<file path="config.mk">
export PLATFORM = sky130hd
export DESIGN_NAME = ft_rollback_ctrl
export DESIGN_NICKNAME = d
export VERILOG_FILES = /design/src/rtl/ft_pkg.sv /design/src/rtl/ft_shadow_regfile.sv /design/src/rtl/ft_rollback_ctrl.sv
export SDC_FILE = /design/constraint.sdc
export NUM_CORES = 2
export LEC_CHECK = 0
export ABC_CLOCK_PERIOD_IN_PS = 34400
export CAP_MARGIN = 20
export CORE_MARGIN = 1.5
export CORE_UTILIZATION = 55
export CTS_CLUSTER_SIZE = 28
export DETAILED_ROUTE_END_ITERATION = 8
export GPL_TIMING_DRIVEN = 0
export PLACE_DENSITY_LB_ADDON = 0.1
export SLEW_MARGIN = 20
export SYNTH_ARGS = -nofsm -noshare
export SYNTH_HDL_FRONTEND = slang
export SYNTH_SLANG_ARGS = --single-unit
export TNS_END_PERCENT = 100
</file>
<file path="constraint.sdc">
create_clock -name clk_i -period 34.4 [get_ports clk_i]
set_clock_uncertainty 0.2 [all_clocks]
set_input_delay 5.16 -clock clk_i [delete_from_list [all_inputs] [get_ports clk_i]]
set_output_delay 5.16 -clock clk_i [all_outputs]
set_load 0.05 [all_outputs]
</file>
<file path="src/rtl/ft_pkg.sv">
// Shared types and constants for the lockstep rollback controller.
package ft_pkg;

    localparam int ADDR_WIDTH_DEF = 5;
    localparam int DATA_WIDTH_DEF = 32;
    localparam int REG_ZERO       = 0;

    typedef enum logic [2:0] {
        RUN,
        HALT,
        RESTORE,
        RESUME,
        FAIL
    } rollback_state_e;

endpackage

</file>
<file path="src/rtl/ft_shadow_regfile.sv">
// Known-good architectural register copy: one write port, one combinational read port.
module ft_shadow_regfile
    import ft_pkg::*;
#(
    parameter int NUM_REGS   = 32,
    parameter int ADDR_WIDTH = ADDR_WIDTH_DEF,
    parameter int DATA_WIDTH = DATA_WIDTH_DEF
) (
    input  logic                  clk_i,
    input  logic                  rst_i,
    input  logic                  we_i,
    input  logic [ADDR_WIDTH-1:0] waddr_i,
    input  logic [DATA_WIDTH-1:0] wdata_i,
    input  logic [ADDR_WIDTH-1:0] raddr_i,
    output logic [DATA_WIDTH-1:0] rdata_o
);

    logic [DATA_WIDTH-1:0] mem_q [NUM_REGS];

    // Entry 0 never accepts a write, so it stays at its reset value of zero.
    generate
        for (genvar gi = 0; gi < NUM_REGS; gi++) begin : g_entry
            always_ff @(posedge clk_i or posedge rst_i) begin
                if (rst_i) begin
                    mem_q[gi] <= '0;
                end else if (we_i && (gi != REG_ZERO) && (waddr_i == ADDR_WIDTH'(gi))) begin
                    mem_q[gi] <= wdata_i;
                end
            end
        end
    endgenerate

    assign rdata_o = mem_q[raddr_i];

endmodule

</file>
<file path="src/rtl/ft_rollback_ctrl.sv">
// Commits compared writes to a shadow file; on mismatch halts the cores, replays
// the shadow into both register files and releases them, escalating to fatal.
module ft_rollback_ctrl
    import ft_pkg::*;
#(
    parameter int ADDR_WIDTH = ADDR_WIDTH_DEF,
    parameter int DATA_WIDTH = DATA_WIDTH_DEF,
    parameter int NUM_REGS   = 32,
    parameter int MAX_RETRY  = 3,
    parameter int CNT_WIDTH  = 8
) (
    input  logic                  clk_i,
    input  logic                  rst_i,
    input  logic                  we_i,
    input  logic [ADDR_WIDTH-1:0] addr_i,
    input  logic [DATA_WIDTH-1:0] data_i,
    input  logic                  error_i,
    input  logic                  halt_ack_i,
    output logic                  halt_o,
    output logic                  restore_we_o,
    output logic [ADDR_WIDTH-1:0] restore_addr_o,
    output logic [DATA_WIDTH-1:0] restore_data_o,
    output logic                  resume_o,
    output logic                  fatal_o,
    output logic [CNT_WIDTH-1:0]  rollback_cnt_o
);

    localparam int RETRY_W = $clog2(MAX_RETRY + 1);
    localparam logic [ADDR_WIDTH-1:0] LAST_IDX = ADDR_WIDTH'(NUM_REGS - 1);

    rollback_state_e       state_q;
    logic [ADDR_WIDTH-1:0] idx_q;
    logic [ADDR_WIDTH-1:0] idx_d;
    logic [RETRY_W-1:0]    retry_q;
    logic [CNT_WIDTH-1:0]  cnt_q;
    logic [CNT_WIDTH-1:0]  cnt_d;
    logic                  halt_q;
    logic                  rwe_q;
    logic [DATA_WIDTH-1:0] rdata_q;
    logic                  resume_q;
    logic                  fatal_q;

    logic                  commit;
    logic                  retry_full;
    logic [ADDR_WIDTH-1:0] rd_addr;
    logic [DATA_WIDTH-1:0] rd_data;

    assign commit     = (state_q == RUN) && we_i && !error_i;
    assign retry_full = (int'(retry_q) + 1) >= MAX_RETRY;
    assign idx_d      = idx_q + 1'b1;
    assign cnt_d      = (&cnt_q) ? cnt_q : cnt_q + 1'b1;
    // Look one entry ahead so the registered restore data lines up with idx_q.
    assign rd_addr    = (state_q == RESTORE) ? idx_d : ADDR_WIDTH'(1);

    ft_shadow_regfile #(
        .NUM_REGS  (NUM_REGS),
        .ADDR_WIDTH(ADDR_WIDTH),
        .DATA_WIDTH(DATA_WIDTH)
    ) u_shadow (
        .clk_i  (clk_i),
        .rst_i  (rst_i),
        .we_i   (commit),
        .waddr_i(addr_i),
        .wdata_i(data_i),
        .raddr_i(rd_addr),
        .rdata_o(rd_data)
    );

    always_ff @(posedge clk_i or posedge rst_i) begin
        if (rst_i) begin
            state_q  <= RUN;
            idx_q    <= '0;
            retry_q  <= '0;
            cnt_q    <= '0;
            halt_q   <= 1'b0;
            rwe_q    <= 1'b0;
            rdata_q  <= '0;
            resume_q <= 1'b0;
            fatal_q  <= 1'b0;
        end else begin
            case (state_q)
                RUN: begin
                    if (error_i) begin
                        halt_q <= 1'b1;
                        if (retry_full) begin
                            fatal_q <= 1'b1;
                            state_q <= FAIL;
                        end else begin
                            retry_q <= retry_q + 1'b1;
                            cnt_q   <= cnt_d;
                            state_q <= HALT;
                        end
                    end else if (we_i) begin
                        retry_q <= '0;
                    end
                end
                HALT: begin
                    if (halt_ack_i) begin
                        rwe_q   <= 1'b1;
                        idx_q   <= ADDR_WIDTH'(1);
                        rdata_q <= rd_data;
                        state_q <= RESTORE;
                    end
                end
                RESTORE: begin
                    if (idx_q == LAST_IDX) begin
                        rwe_q    <= 1'b0;
                        idx_q    <= '0;
                        rdata_q  <= '0;
                        halt_q   <= 1'b0;
                        resume_q <= 1'b1;
                        state_q  <= RESUME;
                    end else begin
                        idx_q   <= idx_d;
                        rdata_q <= rd_data;
                    end
                end
                RESUME: begin
                    resume_q <= 1'b0;
                    state_q  <= RUN;
                end
                FAIL: begin
                    halt_q  <= 1'b1;
                    fatal_q <= 1'b1;
                end
                default: state_q <= RUN;
            endcase
        end
    end

    assign halt_o         = halt_q;
    assign restore_we_o   = rwe_q;
    assign restore_addr_o = idx_q;
    assign restore_data_o = rdata_q;
    assign resume_o       = resume_q;
    assign fatal_o        = fatal_q;
    assign rollback_cnt_o = cnt_q;

endmodule
</file>
==> flow_summary_export.csv <==
group,metric,value,unit
yosys,async_reset_ff_frac,1.00,
route,drc,15,
route,antenna_left,0,
finish,area_delta_synth_final,14.7,%
finish,multi_input_area,21400,um2
yosys,yosysSeqAreaShare,0.531,
place,dp_hpwl,141,mm
yosys,synth-seq-cells,1046,
place,portBuffers,90,
global_route,grtUsageTotal,0.468,
floorplanning,fp.dieH,302,um
yosys,ys_types,68,
floorplanning,die_w,302,um
critical_path,arrival,8660,ps
power,ir_drop,0.0527,mV
hold_path,hold_class,"register to register",
sta,rsz0062_at_grt,"no",
floorplanning,start_util,0.556,
global_route,grt_busiest_layer,"met2",
route,num_vias,38388,
yosys,syn_area,49300,um2
floorplanning,pin_count,91,
floorplanning,core.rowCount,109,
clock_network,insertion_delay,720,ps
place,dp_slack,25650,ps
sta,layout_setup_ws,26130,ps
global_route,grt_use_met1,0.603,
clock_network,htree_num_levels,3,
yosys,synth_top_area_frac,0.531,
sta,period_minus_slack,8270,ps
route,routed_wl,213,mm
outcome,outcome,"complete, but fails checks",
finish,n_fill_cell,7002,
outcome,violations,"design-rule violations",
clock_network,numCtsBuffers,111,
critical_path,crit_chain,"clkdlybuf4s50_1, clkbuf_1, nand2_1, nor2_1, buf_2, mux2_2",
sta,fmax,121,MHz
yosys,yosysWarnings,32,
yosys,syn_nets,3952,
finish,post-route-util,0.638,
power,powerDensity,88.7,nW/um2
yosys,synthTopCellsByArea,"dfrtp_1 53%, mux2_2 23%, mux2i_1 3.0%",
finish,postLayoutCellArea,56500,um2
hold_path,hold_path_depth,1,
critical_path,slowest_delay,1010,ps
global_route,grt_pass1_wl,291,mm
global_route,grt_pass1_vias,36814,
sta,finalCritPeriodShare,0.240,
route,wire_per_inst,39.2,um
route,dr.pass1.iters,9,
sta,hold_viol,0,
critical_path,crit_slowest_cell,"nor2_1",
global_route,grt_max_degree,35,
sta,finalSetupViolations,0,
power,power,5.01,mW
place,gp_congestion,1.02,
sta,tightestPinTransition,1430,ps
power,leakagePower,27.0,nW
yosys,synth-edff-count,0,
critical_path,startpoint_type,"primary input",
global_route,grt-ovfl-total,0,
global_route,use_met2,0.644,
critical_path,reg2regPathDepth,9,
clock_network,cts.sinks,1046,
critical_path,worstReg2RegStart,"state_q[2]",
clock_network,cts.clk_slew.worst_paths,60,ps
sta,slew_viol_final,0,
critical_path,rr_endpoint,"restore_data_o[27]",
clock_network,postCtsHoldBufs,0,
sta,maxSlewHeadroom,0.0466,
finish,layout.nets,4203,
critical_path,r2r_slack,29590,ps
sta,setup-tns-final,0,ps
yosys,synthCells,3905,
clock_network,post-cts-setup-buffer-count,0,
place,place_area,52700,um2
global_route,antenna_found_initial,11,
critical_path,end_kind,"register",
critical_path,startpoint,"addr_i[2]",
floorplanning,dieArea,91500,um2
route,first_iter_violations,5742,
finish,regArea,26200,um2
clock_network,clock_path_buffers,3,
yosys,avgSynthCellArea,12.6,um2
critical_path,required,34790,ps
flow_run,maxCapViolCount,0,
clock_network,cts_root_buffer,"clkbuf_16",
route,via_per_inst,7.07,
critical_path,path_max_fanout,10,
clock_network,cts_tree,"built",
critical_path,critical_path.endpoint,"u_shadow.mem_q[103]",
critical_path,crit_type,"primary input to register",
floorplanning,fp.coreArea,88600,um2
yosys,yosys_most_used_dff,"dfrtp_1",
global_route,use_met3,0.188,
finish,drive_above_1_share,0.358,
clock_network,ctsResizeCount,0,
yosys,synth_top_cell_by_area,"dfrtp_1",
-- how the worst min path moves through the flow --
stage	start	endpoint	slack, ps
4_1_cts	fatal_o	fatal_o	290
3_3_place_gp	fatal_o	fatal_o	260
6_report	fatal_o	fatal_o	290
3_5_place_dp	fatal_o	fatal_o	280
2_1_floorplan	u_shadow.mem_q[480]	u_shadow.mem_q[480]	260
5_1_grt	u_shadow.mem_q[593]	u_shadow.mem_q[593]	310
-- area by class of cell --
class / instances / area share
clock inverter: 31 / 0.00777
sequential: 1046 / 0.463
tap: 1165 / 0.0258
inverter: 14 / 0.000996
buffer: 399 / 0.0316
timing repair buffer: 138 / 0.0326
clock buffer: 174 / 0.0590
antenna: 14 / 0.000620
multi-input combinational: 2446 / 0.379
-- flip-flops by register name, summed over array words and instances (netlist names) --
register,flops
halt_o,1
restore_data_o,32
resume_o,1
state_q,3
restore_we_o,1
restore_addr_o,5
rollback_cnt_o,8
fatal_o,1
retry_q,2
u_shadow.mem_q,992
-- layout by cell type (no fill, tap or decap), types with 15 or more instances in the layout --
cell,count
a21o_1,26
a2bb2oi_1,43
o211ai_1,50
buf_1,15
nor3_1,17
o21bai_1,26
a21oi_1,250
buf_2,187
buf_12,36
clkinv_2,15
mux2i_1,147
nand2b_1,44
mux4_2,51
o2111ai_1,35
o221ai_1,28
nand3_1,19
mux2_1,19
o21ai_0,85
a211oi_1,15
nor2_1,209
dfrtp_1,1046
clkbuf_2,37
clkbuf_16,112
nand2_1,105
a31oi_1,21
clkbuf_1,189
clkdlybuf4s50_1,90
clkbuf_8,30
o22ai_1,62
mux2_2,1000
a221oi_1,33
-- kinds of logic (layout without fill, tap and decap cells) --
family                     count (synthesis)  in the layout  share of synthesized area
AOI/OAI and AO/OA                        748            748                      0.100
other                                      0             14                          0
buffers and inverters                    413            756                     0.0360
xor gates and xnor gates                  11             11                    0.00195
adders and majority gates                  5              5                    0.00127
and+or+nand+nor                          464            464                     0.0433
DFF                                     1046           1046                      0.531
muxes                                   1218           1218                      0.286
-- metal layers --
layer,wire length (um),share of wire,vias to the layer above
met3,29100,0.14,785
met5,206,0.00097,-
met2,86700,0.41,2914
met1,79200,0.37,19867
li1,-,-,14812
met4,17600,0.083,10
-- report_power, final --
group	internal (mW)	switching, mW	leakage, nW
clock	0.732	0.531	1.86
sequential	1.47	0.145	14.2
combinational	0.661	1.48	10.9
total	2.86	2.15	27.0
-- synthesized netlist by cell type (all sizes together) (3+ instances only) --
master	n
a211oi	15
mux4	51
xor2	4
a21oi	250
ha	5
a221oi	33
nand4	14
o21bai	26
o221ai	28
clkbuf	194
xnor2	7
nor2	216
o31ai	5
a31oi	22
and3	9
inv	14
o2111ai	35
o211ai	50
nand3b	5
nor2b	6
mux2i	148
nand2	106
o2bb2ai	4
o311ai	16
dfrtp	1046
and2	3
a32oi	3
nor3	20
o22ai	62
a21o	26
a221o	13
or3	6
a311o	11
a2bb2oi	43
mux2	1019
o21a	4
buf	205
o21ai	88
nand3	19
o32ai	7
nand2b	44
nor4	3
-- worst max-delay path, delay by kind of cell --
kind / cells / cell delay, ps
and+or+nand+nor: 2 / 1320
muxes: 1 / 410
buffers and inverters: 3 / 1750
-- through the flow --
stage	std cells	hold slack [ps]
finish	5427	288
global route	5415	307
CTS	5411	292
detailed placement	5206	278
global placement	5160	257
floorplan	3905	257
Note: power is estimated with default switching activity, not from simulation.
